[src/rtl/mem_if_arbiter_pkg.sv]
// Shared definitions for the L1 I/D memory interface arbiter.
package mem_if_arbiter_pkg;

  localparam int DFLT_WORD_LENGTH = 32;
  localparam int DFLT_LINE_WORDS  = 4;

  typedef enum logic [1:0] {
    IDLE,
    XFER,
    DONE
  } state_t;

  typedef enum logic {
    OWN_I,
    OWN_D
  } owner_t;

endpackage

[src/rtl/mem_burst_seq.sv]
// Burst sequencer: holds the line-aligned base address and the word counter,
// produces the current word byte address and flags the last word of the line.
module mem_burst_seq
  import mem_if_arbiter_pkg::*;
#(
  parameter int WORD_LENGTH = DFLT_WORD_LENGTH,
  parameter int LINE_WORDS  = DFLT_LINE_WORDS,
  localparam int IDXW       = $clog2(LINE_WORDS)
) (
  input  logic                   clk,
  input  logic                   rst,
  input  logic                   start,
  input  logic [WORD_LENGTH-1:0] startAdr,
  input  logic                   advance,
  output logic [IDXW-1:0]        wordCnt,
  output logic [WORD_LENGTH-1:0] wordAdr,
  output logic                   last
);

  // Byte-offset bits covering one whole line; cleared to align the base.
  localparam logic [WORD_LENGTH-1:0] OFF_MASK = WORD_LENGTH'((1 << (IDXW + 2)) - 1);

  logic [WORD_LENGTH-1:0] base;

  // Word counter: cleared at each grant, steps on every completed word.
  always_ff @(posedge clk) begin
    if (rst) begin
      wordCnt <= '0;
    end else if (start) begin
      wordCnt <= '0;
    end else if (advance && !last) begin
      wordCnt <= wordCnt + IDXW'(1);
    end
  end

  // Line base address captured at grant; datapath only, so no reset.
  always_ff @(posedge clk) begin
    if (start) begin
      base <= startAdr & ~OFF_MASK;
    end
  end

  assign wordAdr = base + WORD_LENGTH'({wordCnt, 2'b00});
  assign last    = (wordCnt == IDXW'(LINE_WORDS - 1));

endmodule

[src/rtl/mem_if_arbiter.sv]
// Memory interface arbiter: serializes I-cache fills and D-cache fills and
// write-backs onto one word-wide memory port. I has fixed priority, with a
// starvation guard that hands D the next grant after STARVE_LIMIT I grants.
module mem_if_arbiter
  import mem_if_arbiter_pkg::*;
#(
  parameter int WORD_LENGTH  = DFLT_WORD_LENGTH,
  parameter int LINE_WORDS   = DFLT_LINE_WORDS,
  parameter int STARVE_LIMIT = 4,
  localparam int IDXW        = $clog2(LINE_WORDS)
) (
  input  logic                   clk,
  input  logic                   rst,
  input  logic                   iReq,
  input  logic [WORD_LENGTH-1:0] iAdr,
  output logic [WORD_LENGTH-1:0] iRData,
  output logic                   iRValid,
  output logic                   iDone,
  input  logic                   dReq,
  input  logic                   dWr,
  input  logic [WORD_LENGTH-1:0] dAdr,
  input  logic [WORD_LENGTH-1:0] dWData,
  output logic [IDXW-1:0]        dWordIdx,
  output logic [WORD_LENGTH-1:0] dRData,
  output logic                   dRValid,
  output logic                   dDone,
  output logic                   memReq,
  output logic                   memWr,
  output logic [WORD_LENGTH-1:0] memAdr,
  output logic [WORD_LENGTH-1:0] memWData,
  input  logic [WORD_LENGTH-1:0] memRData,
  input  logic                   memAck,
  output logic                   busy
);

  localparam int SW = $clog2(STARVE_LIMIT + 1);

  state_t                 state;
  state_t                 stateNext;
  owner_t                 owner;
  logic                   wr;
  logic [SW-1:0]          starveCnt;
  logic                   starve;
  logic                   grantI;
  logic                   grantD;
  logic                   seqStart;
  logic                   seqAdvance;
  logic [WORD_LENGTH-1:0] startAdr;
  logic [IDXW-1:0]        wordCnt;
  logic [WORD_LENGTH-1:0] wordAdr;
  logic                   last;

  // I wins unless D has been passed over STARVE_LIMIT times in a row.
  assign starve   = dReq && (starveCnt >= SW'(STARVE_LIMIT));
  assign grantI   = iReq && !starve;
  assign grantD   = dReq && !grantI;
  assign startAdr = grantI ? iAdr : dAdr;
  assign busy     = (state != IDLE);

  mem_burst_seq #(
    .WORD_LENGTH (WORD_LENGTH),
    .LINE_WORDS  (LINE_WORDS)
  ) uSeq (
    .clk      (clk),
    .rst      (rst),
    .start    (seqStart),
    .startAdr (startAdr),
    .advance  (seqAdvance),
    .wordCnt  (wordCnt),
    .wordAdr  (wordAdr),
    .last     (last)
  );

  // State register.
  always_ff @(posedge clk) begin
    if (rst) begin
      state <= IDLE;
    end else begin
      state <= stateNext;
    end
  end

  // Grant bookkeeping: owner, direction and the starvation counter.
  always_ff @(posedge clk) begin
    if (rst) begin
      owner     <= OWN_I;
      wr        <= 1'b0;
      starveCnt <= '0;
    end else if ((state == IDLE) && (grantI || grantD)) begin
      owner <= grantI ? OWN_I : OWN_D;
      wr    <= grantD && dWr;
      if (grantI && dReq) begin
        if (starveCnt < SW'(STARVE_LIMIT)) begin
          starveCnt <= starveCnt + SW'(1);
        end
      end else begin
        starveCnt <= '0;
      end
    end
  end

  // Next-state logic and all port outputs; memory data steered to the owner.
  always_comb begin
    stateNext  = state;
    seqStart   = 1'b0;
    seqAdvance = 1'b0;
    memReq     = 1'b0;
    memWr      = 1'b0;
    memAdr     = '0;
    memWData   = '0;
    dWordIdx   = '0;
    iRValid    = 1'b0;
    iRData     = '0;
    dRValid    = 1'b0;
    dRData     = '0;
    iDone      = 1'b0;
    dDone      = 1'b0;
    case (state)
      IDLE: begin
        if (grantI || grantD) begin
          seqStart  = 1'b1;
          stateNext = XFER;
        end
      end
      XFER: begin
        memReq   = 1'b1;
        memWr    = wr;
        memAdr   = wordAdr;
        memWData = dWData;
        dWordIdx = wordCnt;
        if (memAck) begin
          seqAdvance = 1'b1;
          if (!wr) begin
            if (owner == OWN_I) begin
              iRValid = 1'b1;
              iRData  = memRData;
            end else begin
              dRValid = 1'b1;
              dRData  = memRData;
            end
          end
          if (last) begin
            stateNext = DONE;
          end
        end
      end
      DONE: begin
        iDone     = (owner == OWN_I);
        dDone     = (owner == OWN_D);
        stateNext = IDLE;
      end
      default: stateNext = IDLE;
    endcase
  end

endmodule

[config.mk]
export PLATFORM = sky130hd
export DESIGN_NAME = mem_if_arbiter
export DESIGN_NICKNAME = d
export VERILOG_FILES = /design/src/rtl/mem_if_arbiter_pkg.sv /design/src/rtl/mem_burst_seq.sv /design/src/rtl/mem_if_arbiter.sv
export SDC_FILE = /design/constraint.sdc
export NUM_CORES = 1
export LEC_CHECK = 0
export BUFFER_PORTS_ARGS = -buffer_cell sky130_fd_sc_hd__buf_4
export CAP_MARGIN = 40
export CORE_MARGIN = 10
export CORE_UTILIZATION = 35
export CTS_CLUSTER_SIZE = 25
export DETAILED_ROUTE_END_ITERATION = 8
export HOLD_SLACK_MARGIN = 0.1
export PLACE_DENSITY = 0.81
export SKIP_CTS_REPAIR_TIMING = 1
export SYNTH_ARGS = -nofsm -noshare
export SYNTH_HDL_FRONTEND = slang
export SYNTH_SLANG_ARGS = --single-unit
[constraint.sdc]
create_clock -name clk -period 2.72 [get_ports clk]
set_input_delay 0.544 -clock clk [delete_from_list [all_inputs] [get_ports clk]]
set_output_delay 0.544 -clock clk [all_outputs]
set_load 0.005 [all_outputs]
==> flow_summary.toml, run 1 <==
[outcome]
status = "complete, no violations"

[place]
place_congestion = 0.879
placed_area_um2 = 4580
place_hpwl_um = 9550
place_ws_ns = 0.642
dpl.cell_count = 596
io_buffers = 260

[synthesis]
netlist_instances = 252
syn_avg_cell_area_um2 = 10.1
synth_seq_cells = 37
syn_area_um2 = 2540
synth_cell_types = 35
yosys_warnings = 0
yosysSeqAreaShare = 0.402

[sta]
relSlewSlack = 0.601
hold_viol_final = 0
skew_ns = 0.00520
whs_ns = 0.488
worst_pin_slew_ns = 0.598
finalSetupViolCount = 0
setup_slack_ns = 0.469
max_freq_mhz = 444
setup_tns_ns = 0
finalCriticalPeriod_ns = 2.25
grt_setup_unrepaired = "false"
final_max_slew_viol_count = 0
fin_crit_sh = 0.828

[setup_path]
crit_start = "state[0]"
slowest_delay_ns = 0.46
cp-end-kind = "primary output"
critPathBufInv = 2
path_cells = "nor2b_4, buf_12, and2_1, buf_4"
cp-endpoint = "memWData[17]"
crit_fanout = 46
critical_path.slowest_cell = "dfxtp_1"
rrSetupSlack_ns = 0.79
reg2reg_from = "state[1]"
worstReg2RegEnd = "uSeq.base[19]"
cp.depth = 4
critPathTopFamily = "simple AND/OR/NAND/NOR gates"
crit_type = "reg -> out"
start_kind = "register"
reg2reg_depth = 4
worstPathArrival_ns = 1.71
required_ns = 2.18

[route]
ant_nets = 0
met2_length_um = 5960
wl_um = 10900
firstDrtPassIters = 4
highest_layer = "met4"
drtIter0Drc = 138
drc_errors = 0
wl_met1_um = 3890
via_per_inst = 4.40
route.met3.wl_um = 1020
avgRoutedWirePerCell_um = 18.1
vias = 2654

[pwr]
power.total_mw = 1.52
ir_drop_v = 0.000327
power.density_nw_per_um2 = 327
leakagePower_nw = 2.33

[finish]
fin_area_um2 = 4660
instances_no_fill = 603
diodes = 0
synthToLayoutAreaGrowth_pct = 83.3
fillCellCount = 606
final_util = 0.649
nNetsFinal = 640
drive_gt1_frac = 0.609

[clocking]
cts_tree = "done"
numCtsBuffers = 5
root_buffer = "clkbuf_8"
clock_sinks = 37
clk_pin_slew_worst_paths_ns = 0.06
clk-insertion-delay-late_ns = 0.28
htree_levels = 2
clk_path_buf_depth = 2

[global_routing]
antenna_found_initial = 0
grt_pass1_wl_um = 16300
grt_pass1_vias = 2821
grt_use_total = 0.183
grt_max_degree = 47
grt_overflow = 0

[floorplan]
ios = 271
die_w_um = 105
start_util = 0.354
rows = 31
core_area_um2 = 7180
die_area_um2 = 11100
die_h_um = 105

[run]
cap_viol_max_count = 0

[min_path]
worst_hold_path_type = "reg -> reg"
state kept, by name, summed over array words and instances, names as in the netlist:
signal and cells:
wr 1, state 2, uSeq.wordCnt 2, starveCnt 3, uSeq.base 28, owner 1
layout make-up:
| type | count | area (µm²) | share of cell area |
|---|---|---|---|
| Clock buffer | 6 | 72.6 | 0.0156 |
| Inverter | 1 | 3.75 | 0.000806 |
| Sequential cell | 37 | 1020 | 0.219 |
| Timing Repair Buffer | 265 | 2010 | 0.432 |
| Clock inverter | 1 | 3.75 | 0.000806 |
| Tap cell | 99 | 124 | 0.0266 |
| Multi-Input combinational cell | 194 | 1420 | 0.305 |
power breakdown:
group          switching, mW  internal [mW]  total (mW)
clock                  0.175          0.173       0.348
combinational          0.186          0.314       0.500
sequential            0.0139          0.663       0.677
worst reg2reg max path, delay by kind of cell, from the launching register on:
family	cells	cell delay, ns
buf+inv	2	0.49
flops	1	0.38
simple gates	2	0.75
kinds of logic after synthesis:
logic type,synth area share
AO/OA/AOI/OAI,0.0261
AND/OR/NAND/NOR,0.380
buffers and inverters,0.0497
flip-flops,0.402
multiplexers,0.128
adder cells (fa/ha/maj),0.00984
other,0.00147
XOR/XNOR,0.00345
per-layer routing:
layer	vias up	GRT usage
li1	1329	-
met1	1187	0.186
met2	130	0.345
met3	8	0.0761
met4	0	0.0304
met5	-	0
synthesized netlist by cell type:
cell type | number | area share
nor3b_4 | 1 | 0.0074
and4bb_2 | 1 | 0.0049
nor2b_1 | 1 | 0.0025
or3_1 | 1 | 0.0025
nand4b_1 | 1 | 0.0034
nor2_2 | 1 | 0.0025
nor3b_1 | 2 | 0.0059
nor3_4 | 1 | 0.0064
mux2i_1 | 1 | 0.0039
ha_1 | 2 | 0.0098
a21boi_1 | 1 | 0.0030
o21ai_0 | 5 | 0.0098
buf_6 | 3 | 0.013
xnor2_1 | 1 | 0.0034
mux2_1 | 1 | 0.0044
and3b_2 | 1 | 0.0039
buf_1 | 1 | 0.0015
nand3b_4 | 1 | 0.0079
buf_4 | 4 | 0.012
dfxtp_1 | 9 | 0.071
mux2_2 | 27 | 0.12
inv_2 | 1 | 0.0015
nor3_1 | 2 | 0.0039
nand2_1 | 1 | 0.0015
nand3b_1 | 1 | 0.0030
a2bb2oi_1 | 1 | 0.0034
clkbuf_1 | 8 | 0.012
conb_1 | 1 | 0.0015
a21oi_1 | 5 | 0.0098
nor2_1 | 3 | 0.0044
and2_1 | 127 | 0.31
nand3_1 | 2 | 0.0039
and3b_1 | 1 | 0.0034
buf_2 | 5 | 0.0098
edfxtp_1 | 28 | 0.33
cell usage in the layout, fill, tap and decap left out, types with 2 or more instances in the layout:
| cell type | count |
|---|---|
| buf_4 | 263 |
| and2_1 | 127 |
| edfxtp_1 | 28 |
| mux2_2 | 27 |
| dfxtp_1 | 9 |
| o21ai_0 | 5 |
| a21oi_1 | 5 |
| clkbuf_8 | 5 |
| nor2_2 | 2 |
| nor2_1 | 2 |
| nor3b_1 | 2 |
| nand3_1 | 2 |
| nor3_1 | 2 |
| ha_1 | 2 |
| conb_1 | 2 |
| buf_12 | 2 |
worst min path at each step:
stage	end	start	cells past startpoint
after CTS	starveCnt[1]	starveCnt[1]	2
after floorplan	starveCnt[1]	starveCnt[1]	2
after global routing	starveCnt[2]	rst	2
after detailed placement	starveCnt[1]	starveCnt[1]	2
final	starveCnt[1]	starveCnt[1]	2
after global placement	starveCnt[1]	starveCnt[1]	2
Power figures use the tool's default switching activity.
==> run 2, diff against run 1 <==
==> constraint.sdc (replaced) <==
create_clock -name clk -period 2.35 [get_ports clk]
set_input_delay 0.47 -clock clk [delete_from_list [all_inputs] [get_ports clk]]
set_output_delay 0.47 -clock clk [all_outputs]
set_load 0.005 [all_outputs]
==> run 2 against run 1 <==
  * Global-route usage increased by 0.29 points
  * Register-to-register slack got worse by 0.39 ns
  * First-iteration DRC count decreased by 46%
  * Count of clock-buffer cells in the layout increased by 1
  * Clock power increased by 18%
  * Core utilization decreased by 0.087 points
  * Largest cell class unchanged
  * Largest power group unchanged
==> flow_summary.toml, run 2 (same netlist as run 1, synthesis figures left out) <==
[outcome]
status = "complete, no violations"

[floorplan]
die_area_um2 = 11100
rows = 31
start_util = 0.354
core_area_um2 = 7180
ios = 271
die_h_um = 105
die_w_um = 105

[clocking]
clk-insertion-delay-late_ns = 0.28
clk_path_buf_depth = 2
root_buffer = "clkbuf_8"
numCtsBuffers = 5
clock_sinks = 37
clk_pin_slew_worst_paths_ns = 0.07
htree_levels = 2
cts_tree = "done"

[sta]
max_freq_mhz = 477
whs_ns = 0.417
skew_ns = 0.00963
hold_viol_final = 0
relSlewSlack = 0.586
fin_crit_sh = 0.892
grt_setup_unrepaired = "false"
finalSetupViolCount = 0
final_max_slew_viol_count = 0
finalCriticalPeriod_ns = 2.10
setup_tns_ns = 0
worst_pin_slew_ns = 0.620

[route]
vias = 2687
firstDrtPassIters = 4
ant_nets = 0
drtIter0Drc = 75
drc_errors = 0
avgRoutedWirePerCell_um = 18.1
via_per_inst = 4.43
wl_um = 11000

[finish]
largest_register = "uSeq.base"
final_common_cell = "buf_4"
multiInputGateArea_um2 = 1420
drive_gt1_frac = 0.609
largest_register_ffs = 28
regArea_um2 = 1020
synthToLayoutAreaGrowth_pct = 83.0
nNetsFinal = 642
diodes = 0
final_util = 0.648
reg_top3 = "uSeq.base: 28 flops, starveCnt: 3 flops"
fillCellCount = 596
final_cell_mix = "buf_4 (267), and2_1 (127), edfxtp_1 (28), mux2_2 (27), dfxtp_1 (9)"

[min_path]
worstHoldStart = "rst"
worst_hold_path_type = "in -> reg"
hold_path_depth = 2
hold_end = "wr"

[global_routing]
grt_overflow = 0
antenna_found_initial = 0
grt_pass1_wl_um = 16700
grt_max_degree = 49
grt_use_total = 0.186
grt_pass1_vias = 2897

[setup_path]
start_kind = "register"
rrSetupSlack_ns = 0.40
reg2reg_depth = 4
cp-end-kind = "primary output"
worstPathArrival_ns = 1.63
crit_type = "reg -> out"
crit_fanout = 33
worstReg2RegEnd = "uSeq.base[14]"
reg2reg_from = "state[1]"
required_ns = 1.88

[pwr]
seqPwrFrac = 0.441
p_sw_mw = 0.439
switching_share = 0.248
ir_drop_v = 0.000402
power.total_mw = 1.77
power.density_nw_per_um2 = 381
leakagePower_nw = 2.34
p_comb_frac = 0.326
clock_power_share = 0.233
intPower_mw = 1.33

[place]
place_hpwl_um = 9660
io_buffers = 260
place_congestion = 0.865

[run]
cap_viol_max_count = 0
-- run 2: changes by cell type in the layout (fill, tap and decap cells not counted), sizes merged --
cell	previous run	this run
buf	265	267
clkbuf	6	7
-- run 2: worst max-delay path by stage --
stage / endpoint / slack [ns] / cells after the start / from
floorplan: uSeq.base[10] / 0.04 / 3 / state[0]
global placement: uSeq.base[4] / 0.43 / 4 / state[1]
detailed placement: uSeq.base[8] / 0.36 / 4 / state[1]
CTS: dRData[4] / 0.22 / 5 / state[0]
global route: dRData[6] / 0.13 / 5 / state[1]
finish: dRData[4] / 0.25 / 5 / state[1]
-- run 2: area by class of cell --
class	instances	area share
well taps	99	0.0266
repair buffers	267	0.431
flip-flops and latches	37	0.219
clock buffers	7	0.0164
clock inverters	1	0.000807
inverters	1	0.000807
multi-input cells	194	0.305
-- run 2: worst max-delay path, cell delays in order (launching register included) --
cell      delay, ns
dfxtp_1        0.38
nand3b_4       0.22
nor3b_4        0.19
buf_4          0.27
and2_1         0.17
buf_4          0.12
-- run 2: power by group through the flow --
stage               combinational, mW  clock [mW]  sequential, mW
global placement                0.571           0           0.795
CTS                             0.588       0.424           0.783
detailed placement              0.586           0           0.798
finish                          0.578       0.412           0.782
floorplan                       0.211           0           0.794
global route                    0.629       0.453           0.788
-- run 2: per-stage QoR --
step	cells	setup slack, ns	instance area (µm²)
after CTS	606	0.224	4650
after global routing	606	0.133	4650
after global placement	598	0.427	4570
after detailed placement	598	0.362	4570
after floorplan	253	0.0378	2550
final	606	0.253	4650
-- run 2: metal layers --
| metal | up-vias | wire length, µm | track usage |
|---|---|---|---|
| met1 | 1205 | 3750 | 0.183 |
| met4 | 0 | 165 | 0.0461 |
| met3 | 11 | 1130 | 0.0798 |
| li1 | 1331 | - | - |
| met5 | - | 0 | 0 |
| met2 | 140 | 5910 | 0.349 |
==> run 3, diff against run 2 <==
--- a/config.mk
+++ b/config.mk
@@ -12,7 +12,7 @@
 export CTS_CLUSTER_SIZE = 25
 export DETAILED_ROUTE_END_ITERATION = 8
 export HOLD_SLACK_MARGIN = 0.1
-export PLACE_DENSITY = 0.81
+export PLACE_DENSITY = 0.79
 export SKIP_CTS_REPAIR_TIMING = 1
 export SYNTH_ARGS = -nofsm -noshare
 export SYNTH_HDL_FRONTEND = slang
==> run 3 against run 2 <==
  * Setup slack worse by 0.10 ns
  * Worst hold slack worse by 0.0022 ns
  * Via count down 2.1%
  * Highest routed layer unchanged
==> flow_summary.toml, run 3 (same netlist as run 1, synthesis figures left out) <==
[outcome]
status = "complete, no violations"

[place]
place_congestion = 0.897
place_ws_ns = 0.405
placed_area_um2 = 4570
io_buffers = 260
place_hpwl_um = 9470

[global_routing]
grt_use_total = 0.180
grt_pass1_wl_um = 16100
grt_pass1_vias = 2803
antenna_found_initial = 0
grt_overflow = 0
grt_max_degree = 34

[sta]
whs_ns = 0.415
finalSetupViolCount = 0
setup_tns_ns = 0
fin_crit_sh = 0.935
skew_ns = 0.00608
grt_setup_unrepaired = "false"
max_freq_mhz = 455
hold_viol_final = 0
final_max_slew_viol_count = 0
setup_slack_ns = 0.153
finalCriticalPeriod_ns = 2.20

[finish]
final_cell_mix = "buf_4 (267), and2_1 (127), edfxtp_1 (28), mux2_2 (27), dfxtp_1 (9)"
drive_gt1_frac = 0.611
fin_area_um2 = 4660
reg_top3 = "uSeq.base: 28 flops, starveCnt: 3 flops"
largest_register_ffs = 28
multiInputGateArea_um2 = 1420
nNetsFinal = 642
synthToLayoutAreaGrowth_pct = 83.4
largest_register = "uSeq.base"
regArea_um2 = 1020
final_common_cell = "buf_4"
fillCellCount = 596
diodes = 0

[route]
avgRoutedWirePerCell_um = 17.9
drtIter0Drc = 84
route.met3.wl_um = 919
vias = 2631
met2_length_um = 6000
highest_layer = "met4"
drc_errors = 0
firstDrtPassIters = 4
ant_nets = 0
via_per_inst = 4.34
wl_um = 10900
wl_met1_um = 3840

[setup_path]
cp-end-kind = "primary output"
rrSetupSlack_ns = 0.51
crit_type = "reg -> out"
worstPathArrival_ns = 1.73
crit_fanout = 22
start_kind = "register"
reg2reg_depth = 4
worstReg2RegEnd = "uSeq.base[6]"
critical_path.slowest_cell = "dfxtp_1"
worst_path_most_repeated_cell = "buf_4"
path_cells = "nor2b_4, buf_4, and2_1, buf_4"
slowest_delay_ns = 0.47
required_ns = 1.88
reg2reg_from = "state[1]"

[min_path]
hold_path_depth = 2
worst_hold_path_type = "in -> reg"
worstHoldStart = "rst"
hold_end = "wr"

[floorplan]
die_w_um = 105
die_area_um2 = 11100
ios = 271
die_h_um = 105
rows = 31
start_util = 0.354
core_area_um2 = 7180

[clocking]
clk_pin_slew_worst_paths_ns = 0.07
clk-insertion-delay-late_ns = 0.28
root_buffer = "clkbuf_8"
htree_levels = 2
clk_path_buf_depth = 2
numCtsBuffers = 5
cts_tree = "done"
clock_sinks = 37

[pwr]
ir_drop_v = 0.000388
power.density_nw_per_um2 = 387
power.total_mw = 1.81
leakagePower_nw = 2.34

[run]
cap_viol_max_count = 0
## run 3: cell type report
type	instances	share of cell area
clock buffer	8	0.0193
timing repair buffer	267	0.430
multi-input combinational	194	0.305
tap	99	0.0266
inverter	1	0.000805
sequential	37	0.219
## run 3: worst max-delay path by stage
stage | startpoint | to | slack, ns | depth (start not counted)
after floorplan | state[0] | uSeq.base[10] | 0.04 | 3
after global placement | memAck | dRData[20] | 0.44 | 6
after detailed placement | memAck | dRData[2] | 0.41 | 6
after CTS | state[0] | memWData[22] | 0.16 | 4
after global routing | state[0] | memWData[25] | 0.03 | 4
final | state[0] | memWData[3] | 0.15 | 4
## run 3: per-layer routing
| layer | up-vias | track usage |
|---|---|---|
| met5 | - | 0 |
| met4 | 0 | 0.0353 |
| met3 | 8 | 0.0615 |
| met2 | 128 | 0.351 |
| met1 | 1164 | 0.179 |
| li1 | 1331 | - |
## run 3: power by group
group,leakage (nW),switching (mW),internal [mW]
Combinational,1.95,0.214,0.361
Sequential,0.347,0.0158,0.767
Clock,0.0455,0.210,0.239
Total,2.34,0.440,1.37
## run 3: worst max-delay path: cells and delay by family (launching register included)
family / cells / cell delay [ns]
DFF: 1 / 0.47
and+or+nand+nor: 2 / 0.58
buffers and inverters: 2 / 0.39
## run 3: stage by stage
step	util	cells
finish	0.650	606
global route	0.650	606
CTS	0.650	606
detailed placement	0.637	598
global placement	0.637	598
floorplan	-	253
